**src/rtl/instr_fetch_pkg.sv**
```systemverilog
// Shared definitions for the instruction fetch unit.
// Holds the FSM encoding, next-PC selects, special opcodes and the reset PC.
package instr_fetch_pkg;

    typedef enum logic [1:0] {
        S_REQ   = 2'd0,
        S_VALID = 2'd1,
        S_HALT  = 2'd2
    } fetch_state_t;

    localparam logic [1:0] PC_SRC_SEQ    = 2'b00;
    localparam logic [1:0] PC_SRC_BRANCH = 2'b01;
    localparam logic [1:0] PC_SRC_JUMP   = 2'b10;
    localparam logic [1:0] PC_SRC_RSVD   = 2'b11;

    localparam logic [5:0] OP_HALT = 6'h3F;
    localparam logic [5:0] OP_ANDI = 6'h0C;
    localparam logic [5:0] OP_ORI  = 6'h0D;
    localparam logic [5:0] OP_XORI = 6'h0E;
    localparam logic [5:0] OP_LUI  = 6'h0F;

    localparam logic [31:0] RESET_PC_DEFAULT = 32'h0000_0000;

    // Logical-immediate instructions take a zero-extended immediate.
    function automatic logic is_zero_ext_op(input logic [5:0] op);
        return (op == OP_ANDI) || (op == OP_ORI) || (op == OP_XORI) || (op == OP_LUI);
    endfunction

endpackage

```
**src/rtl/instr_fetch_decode.sv**
```systemverilog
// Combinational field slicing of the held instruction and immediate-extension select.
module instr_decode
    import instr_fetch_pkg::*;
(
    input  logic [31:0] i_ir,
    output logic [5:0]  o_opcode,
    output logic [4:0]  o_rs,
    output logic [4:0]  o_rt,
    output logic [4:0]  o_rd,
    output logic [5:0]  o_funct,
    output logic [15:0] o_immediate,
    output logic        o_ext_sel
);

    assign o_opcode    = i_ir[31:26];
    assign o_rs        = i_ir[25:21];
    assign o_rt        = i_ir[20:16];
    assign o_rd        = i_ir[15:11];
    assign o_funct     = i_ir[5:0];
    assign o_immediate = i_ir[15:0];
    assign o_ext_sel   = !is_zero_ext_op(i_ir[31:26]);

endmodule

```
**src/rtl/instr_fetch.sv**
```systemverilog
// Instruction fetch: requests the word at PC, holds it in IR until consumed,
// then advances PC by sequential, branch or jump rules; stops on the halt opcode.
module instr_fetch
    import instr_fetch_pkg::*;
#(
    parameter logic [31:0] RESET_PC = RESET_PC_DEFAULT
) (
    input  logic        CLK,
    input  logic        Reset,
    output logic        mem_req,
    output logic [31:0] mem_addr,
    input  logic        mem_ack,
    input  logic [31:0] mem_rdata,
    input  logic        instr_ready,
    input  logic [1:0]  pc_src,
    input  logic [31:0] ext_imm,
    output logic        instr_valid,
    output logic [31:0] instr,
    output logic [31:0] pc,
    output logic [31:0] pc_plus4,
    output logic [5:0]  opcode,
    output logic [4:0]  rs,
    output logic [4:0]  rt,
    output logic [4:0]  rd,
    output logic [5:0]  funct,
    output logic [15:0] immediate,
    output logic        ExtSel,
    output logic        halted
);

    fetch_state_t r_state;
    logic [31:0]  r_pc;
    logic [31:0]  r_ir;
    logic [31:0]  w_pc_plus4;
    logic [31:0]  w_target;
    logic [31:0]  w_next_pc;
    logic [5:0]   w_opcode;

    assign w_pc_plus4 = r_pc + 32'd4;

    always_comb begin
        w_target = w_pc_plus4;
        case (pc_src)
            PC_SRC_BRANCH: w_target = w_pc_plus4 + (ext_imm << 2);
            PC_SRC_JUMP:   w_target = {w_pc_plus4[31:28], r_ir[25:0], 2'b00};
            default:       w_target = w_pc_plus4;
        endcase
        w_next_pc = {w_target[31:2], 2'b00};
    end

    always_ff @(posedge CLK) begin
        if (Reset) begin
            r_state <= S_REQ;
            r_pc    <= RESET_PC;
            r_ir    <= 32'd0;
        end else begin
            case (r_state)
                S_REQ: begin
                    if (mem_ack) begin
                        r_ir    <= mem_rdata;
                        r_state <= S_VALID;
                    end
                end
                S_VALID: begin
                    if (instr_ready) begin
                        r_pc    <= w_next_pc;
                        r_state <= (w_opcode == OP_HALT) ? S_HALT : S_REQ;
                    end
                end
                S_HALT:  r_state <= S_HALT;
                default: r_state <= S_REQ;
            endcase
        end
    end

    // Gating with Reset keeps the request low while reset is held and lets it
    // rise in the very first cycle after reset is released.
    assign mem_req     = (r_state == S_REQ) && !Reset;
    assign mem_addr    = r_pc;
    assign instr_valid = (r_state == S_VALID);
    assign halted      = (r_state == S_HALT);
    assign instr       = r_ir;
    assign pc          = r_pc;
    assign pc_plus4    = w_pc_plus4;
    assign opcode      = w_opcode;

    instr_decode u_decode (
        .i_ir        (r_ir),
        .o_opcode    (w_opcode),
        .o_rs        (rs),
        .o_rt        (rt),
        .o_rd        (rd),
        .o_funct     (funct),
        .o_immediate (immediate),
        .o_ext_sel   (ExtSel)
    );

endmodule

```
**config.mk**
```make
export PLATFORM = sky130hd
export DESIGN_NAME = instr_fetch
export DESIGN_NICKNAME = d
export VERILOG_FILES = /design/src/rtl/instr_fetch_pkg.sv /design/src/rtl/instr_fetch_decode.sv /design/src/rtl/instr_fetch.sv
export SDC_FILE = /design/constraint.sdc
export NUM_CORES = 1
export LEC_CHECK = 0
export CAP_MARGIN = 25
export CORE_MARGIN = 2
export CORE_UTILIZATION = 47
export DETAILED_ROUTE_END_ITERATION = 10
export GPL_TIMING_DRIVEN = 0
export PLACE_DENSITY = 0.88
export SETUP_SLACK_MARGIN = 0.3
export SYNTH_ARGS = -nofsm -noshare
export SYNTH_HDL_FRONTEND = slang
export SYNTH_SLANG_ARGS = --single-unit
```
**constraint.sdc**
```tcl
create_clock -name CLK -period 5.3 [get_ports CLK]
set_input_delay 1.06 -clock CLK [delete_from_list [all_inputs] [get_ports CLK]]
set_output_delay 1.06 -clock CLK [all_outputs]
set_load 0.01 [all_outputs]
```
==> impl.org <==
** Flow run
- Across the run, the number of max-cap violations was 0.

** Setup path
- Kind of capture point of the worst setup path :: register
- Element type at the critical path start :: register
- For the worst setup path, the data arrival time is 4.64 ns.
- The setup path with the least slack is of type reg2reg.
- Of all nets on the critical path, the largest fanout is 9.
- For the worst setup path, the data required time is 5.49 ns.

** Final layout
- Once layout is complete, the utilization of the core stands at 0.737.
- Area grow syn2layout :: 52.0%
- Total area of multi-input combinational cells :: 0.00351 mm2
- Counting the fill cells in the layout gives 893.
- Diode count :: 0
- In the final layout, the share of cells above drive strength 1 is 0.111.
- Area occupied by registers :: 0.00128 mm2
- Count of nets after finishing :: 1107

** Yosys
- Average size of a mapped cell :: 7.45 um2
- In this run, synthesis inferred 0 flip-flops with an integrated enable.
- Main flop type after synthesis :: sky130_fd_sc_hd__dfxtp_1
- Post-synthesis cell area :: 0.00556 mm2
- For this run, the register share of the synthesized area comes to 0.230.
- After synthesis the netlist holds a flip-flop and latch count of 64.
- Proportion of register bits with asynchronous set or reset after synthesis :: 0
- Post-synthesis cell type count :: 63
- Warnings, synthesis :: 0
- Synth Instances :: 747

** STA
- The final count of pins violating max slew is 0.
- Setup violations remaining at the end of the flow were counted as 0.
- Maximum clock rate :: 225 MHz
- Setup repair after global routing left no endpoint under its margin.
- Period utilisation layout :: 0.838
- Final count of hold timing violations :: 0
- Sum Neg Setup Slack :: 0 ns
- Worst slew slack as a fraction of its limit :: 0.569
- Min Clock Period, post-route :: 4.44 ns
- At the pin with the least slew margin, the transition time is 0.646 ns.
- Skew final :: 0.00658 ns

** Clock network
- The tree built by TritonCTS fans out to 64 sinks.
- Number of gates resized after cts :: 0
- Buffers inserted by post-CTS timing repair :: 0
- The tree is rooted in a sky130_fd_sc_hd__clkbuf_16.
- Maximum buffer depth of the clock tree :: 2
- Clock-pin slew on the worst setup and hold paths :: 0.06 ns
- TritonCTS clock tree :: done
- Counting the buffers created by CTS gives 9.
- CTS hold repair buffers :: 0
- In this run the number of H-tree levels came out at 3.
- Clk Latency, worst-skew pair :: 0.33 ns

** Worst hold path
- Path type of the worst min-delay path :: reg2reg

** Power and ir drop
- Static power due to leakage :: 3.52 nW
- IR analysis of the VDD net gives a maximum drop of 0.000200 V.
- Power comes to 1.71 mW.
- Dividing total power by cell area gives a power density of 202 mW/mm2.

** Floorplanning
- The die covers 0.0127 mm2.
- Die height :: 113 um
- Number of rows in the core area :: 39
- Die width :: 113 um
- Ports placed on the boundary :: 245
- Floorplan core area :: 0.0115 mm2
- The initial utilization of the core area, before any placement, comes to 0.485.

** Global route
- The first global-routing pass estimated 31100 um of wire.
- For this run the aggregate overflow at the end of global routing stands at 0.
- Entering global routing, the biggest net connects 13 pins.
- In the global route stage, overall resource usage came out at 0.302.
- The via count of the first global-routing pass came to 5931.
- Initial antenna violation count :: 0

** Route
- The routed layout has 6464 vias.
- Post-DR wirelength/cell :: 17.4 um
- Once detail routing completed, the nets flagged for antenna violations numbered 0.
- Dividing the detail-routed via count by the number of cells gives 5.64.
- Drt pass-1 iters :: 5
- After detailed routing, the total wire length is 19900 um.
- For this run, design rule violations remaining after detail routing come to 0.
- Number of violations reported at the end of detailed-routing iteration 0 :: 720

** Placed design
- Number of port buffers :: 236
- The congestion estimate from routability-driven global placement came to 0.965.
- Placed wire-length estimate :: 15700 um

** Status
- Status :: finished, final reports clean
[cells in the mapped netlist (7+ instances only)]
library cell	count	area, um2
sky130_fd_sc_hd__dfxtp_1	64	1280
sky130_fd_sc_hd__o22ai_1	13	81.3
sky130_fd_sc_hd__nor3_1	23	115
sky130_fd_sc_hd__o21ai_1	8	40.0
sky130_fd_sc_hd__clkbuf_1	32	120
sky130_fd_sc_hd__a211oi_1	11	82.6
sky130_fd_sc_hd__nand4_1	7	43.8
sky130_fd_sc_hd__o21ai_0	26	130
sky130_fd_sc_hd__inv_1	18	67.6
sky130_fd_sc_hd__xor2_1	19	166
sky130_fd_sc_hd__ha_1	37	463
sky130_fd_sc_hd__a22oi_1	10	75.1
sky130_fd_sc_hd__a21o_1	13	97.6
sky130_fd_sc_hd__a21oi_1	69	345
sky130_fd_sc_hd__nor2_1	51	191
sky130_fd_sc_hd__a221oi_1	11	96.3
sky130_fd_sc_hd__and3_1	8	50.1
sky130_fd_sc_hd__a31oi_1	9	56.3
sky130_fd_sc_hd__nor2b_1	7	43.8
sky130_fd_sc_hd__xnor2_1	28	245
sky130_fd_sc_hd__buf_4	80	601
sky130_fd_sc_hd__nand3_1	19	95.1
sky130_fd_sc_hd__nand2_1	109	409
[cells in the final DEF (no fill, tap or decap), types with 7 or more instances in the layout]
cell type / synthesis / final
sky130_fd_sc_hd__a211oi_1: 11 / 11
sky130_fd_sc_hd__a21o_1: 13 / 13
sky130_fd_sc_hd__a31oi_1: 9 / 9
sky130_fd_sc_hd__clkbuf_16: 0 / 9
sky130_fd_sc_hd__nand2_1: 109 / 109
sky130_fd_sc_hd__a221oi_1: 11 / 11
sky130_fd_sc_hd__dfxtp_1: 64 / 64
sky130_fd_sc_hd__o22ai_1: 13 / 13
sky130_fd_sc_hd__nand3_1: 19 / 19
sky130_fd_sc_hd__o21ai_0: 26 / 26
sky130_fd_sc_hd__ha_1: 37 / 37
sky130_fd_sc_hd__clkbuf_1: 32 / 32
sky130_fd_sc_hd__clkdlybuf4s50_1: 0 / 236
sky130_fd_sc_hd__and3_1: 8 / 8
sky130_fd_sc_hd__nand4_1: 7 / 7
sky130_fd_sc_hd__buf_4: 80 / 80
sky130_fd_sc_hd__a21oi_1: 69 / 69
sky130_fd_sc_hd__nor3_1: 23 / 23
sky130_fd_sc_hd__xor2_1: 19 / 19
sky130_fd_sc_hd__a22oi_1: 10 / 10
sky130_fd_sc_hd__xnor2_1: 28 / 28
sky130_fd_sc_hd__nor2_1: 51 / 51
sky130_fd_sc_hd__inv_1: 18 / 18
sky130_fd_sc_hd__o21ai_1: 8 / 8
sky130_fd_sc_hd__nor2b_1: 7 / 7
[registers in the layout, summed over array words and instances (netlist names)]
name	count
r_state	2
mem_addr	30
instr	32
[per-stage QoR]
stage,hold slack [ns],worst slack [ns],cells,instance area (um2)
CTS,0.489,0.959,1147,8450
detailed placement,0.482,1.03,1131,8120
global placement,0.472,1.06,1131,8120
finish,0.489,0.857,1147,8450
floorplan,0.505,1.69,752,5580
global route,0.531,0.577,1147,8450
[kinds of logic (layout without fill, tap and decap cells)]
kind of cell               Yosys count  in the layout  share of synthesized area
adders and majority gates           38             38                     0.0868
AOI/OAI and AO/OA                  210            210                      0.244
DFF                                 64             64                      0.230
buffers and inverters              131            383                      0.143
xor gates and xnor gates            49             49                     0.0799
and+or+nand+nor                    253            253                      0.214
other                                1              6                   0.000674
muxes                                1              1                    0.00180
[worst max-delay path, stage by stage, from the launching register on]
cell                       delay, ns
sky130_fd_sc_hd__dfxtp_1        0.53
sky130_fd_sc_hd__ha_1           0.36
sky130_fd_sc_hd__nand2_2        0.12
sky130_fd_sc_hd__nor2_1         0.39
sky130_fd_sc_hd__nand4_1        0.17
sky130_fd_sc_hd__xnor2_1        0.43
sky130_fd_sc_hd__ha_1           0.35
sky130_fd_sc_hd__a21oi_1        0.32
sky130_fd_sc_hd__o21ai_0        0.23
sky130_fd_sc_hd__a41oi_1        0.21
sky130_fd_sc_hd__o311ai_1       0.20
sky130_fd_sc_hd__a31oi_1        0.30
sky130_fd_sc_hd__nand2b_1       0.11
sky130_fd_sc_hd__xor2_1         0.20
sky130_fd_sc_hd__a221oi_1       0.32
sky130_fd_sc_hd__nor3_1         0.08
[area by class of cell]
type                            count  area share
Inverter                           18     0.00799
Buffer                            113      0.0858
Timing Repair Buffer              236       0.279
Sequential cell                    64       0.152
Multi-Input combinational cell    557       0.415
Clock buffer                       10      0.0283
Clock inverter                      6      0.0110
Tap cell                          143      0.0212
[path summary, 6_finish.rpt]
| path | startpoint | end | slack (ns) | cells past startpoint |
|---|---|---|---|---|
| max | mem_addr[2]$_SDFFE_PP0P_ | mem_addr[27]$_SDFFE_PP0P_ | 0.86 | 15 |
| min | instr[29]$_SDFFE_PP0P_ | instr[29]$_SDFFE_PP0P_ | 0.49 | 2 |
| max reg2reg | mem_addr[2]$_SDFFE_PP0P_ | mem_addr[27]$_SDFFE_PP0P_ | 0.86 | 15 |
| min reg2reg | instr[29]$_SDFFE_PP0P_ | instr[29]$_SDFFE_PP0P_ | 0.49 | 2 |
[power breakdown]
part	switching, mW	leakage (nW)	internal, mW
Sequential	0.0400	0.523	0.505
Clock	0.227	0.155	0.426
Combinational	0.247	2.84	0.265
Total	0.514	3.52	1.20
[routing by layer]
metal / up-vias / wire, um / global-route usage
li1: 3088 / - / -
met1: 2980 / 7910 / 0.399
met2: 360 / 9410 / 0.493
met3: 36 / 2240 / 0.0734
met4: 0 / 361 / 0.0862
met5: - / 0 / 0
Power figures use the tool's default switching activity.
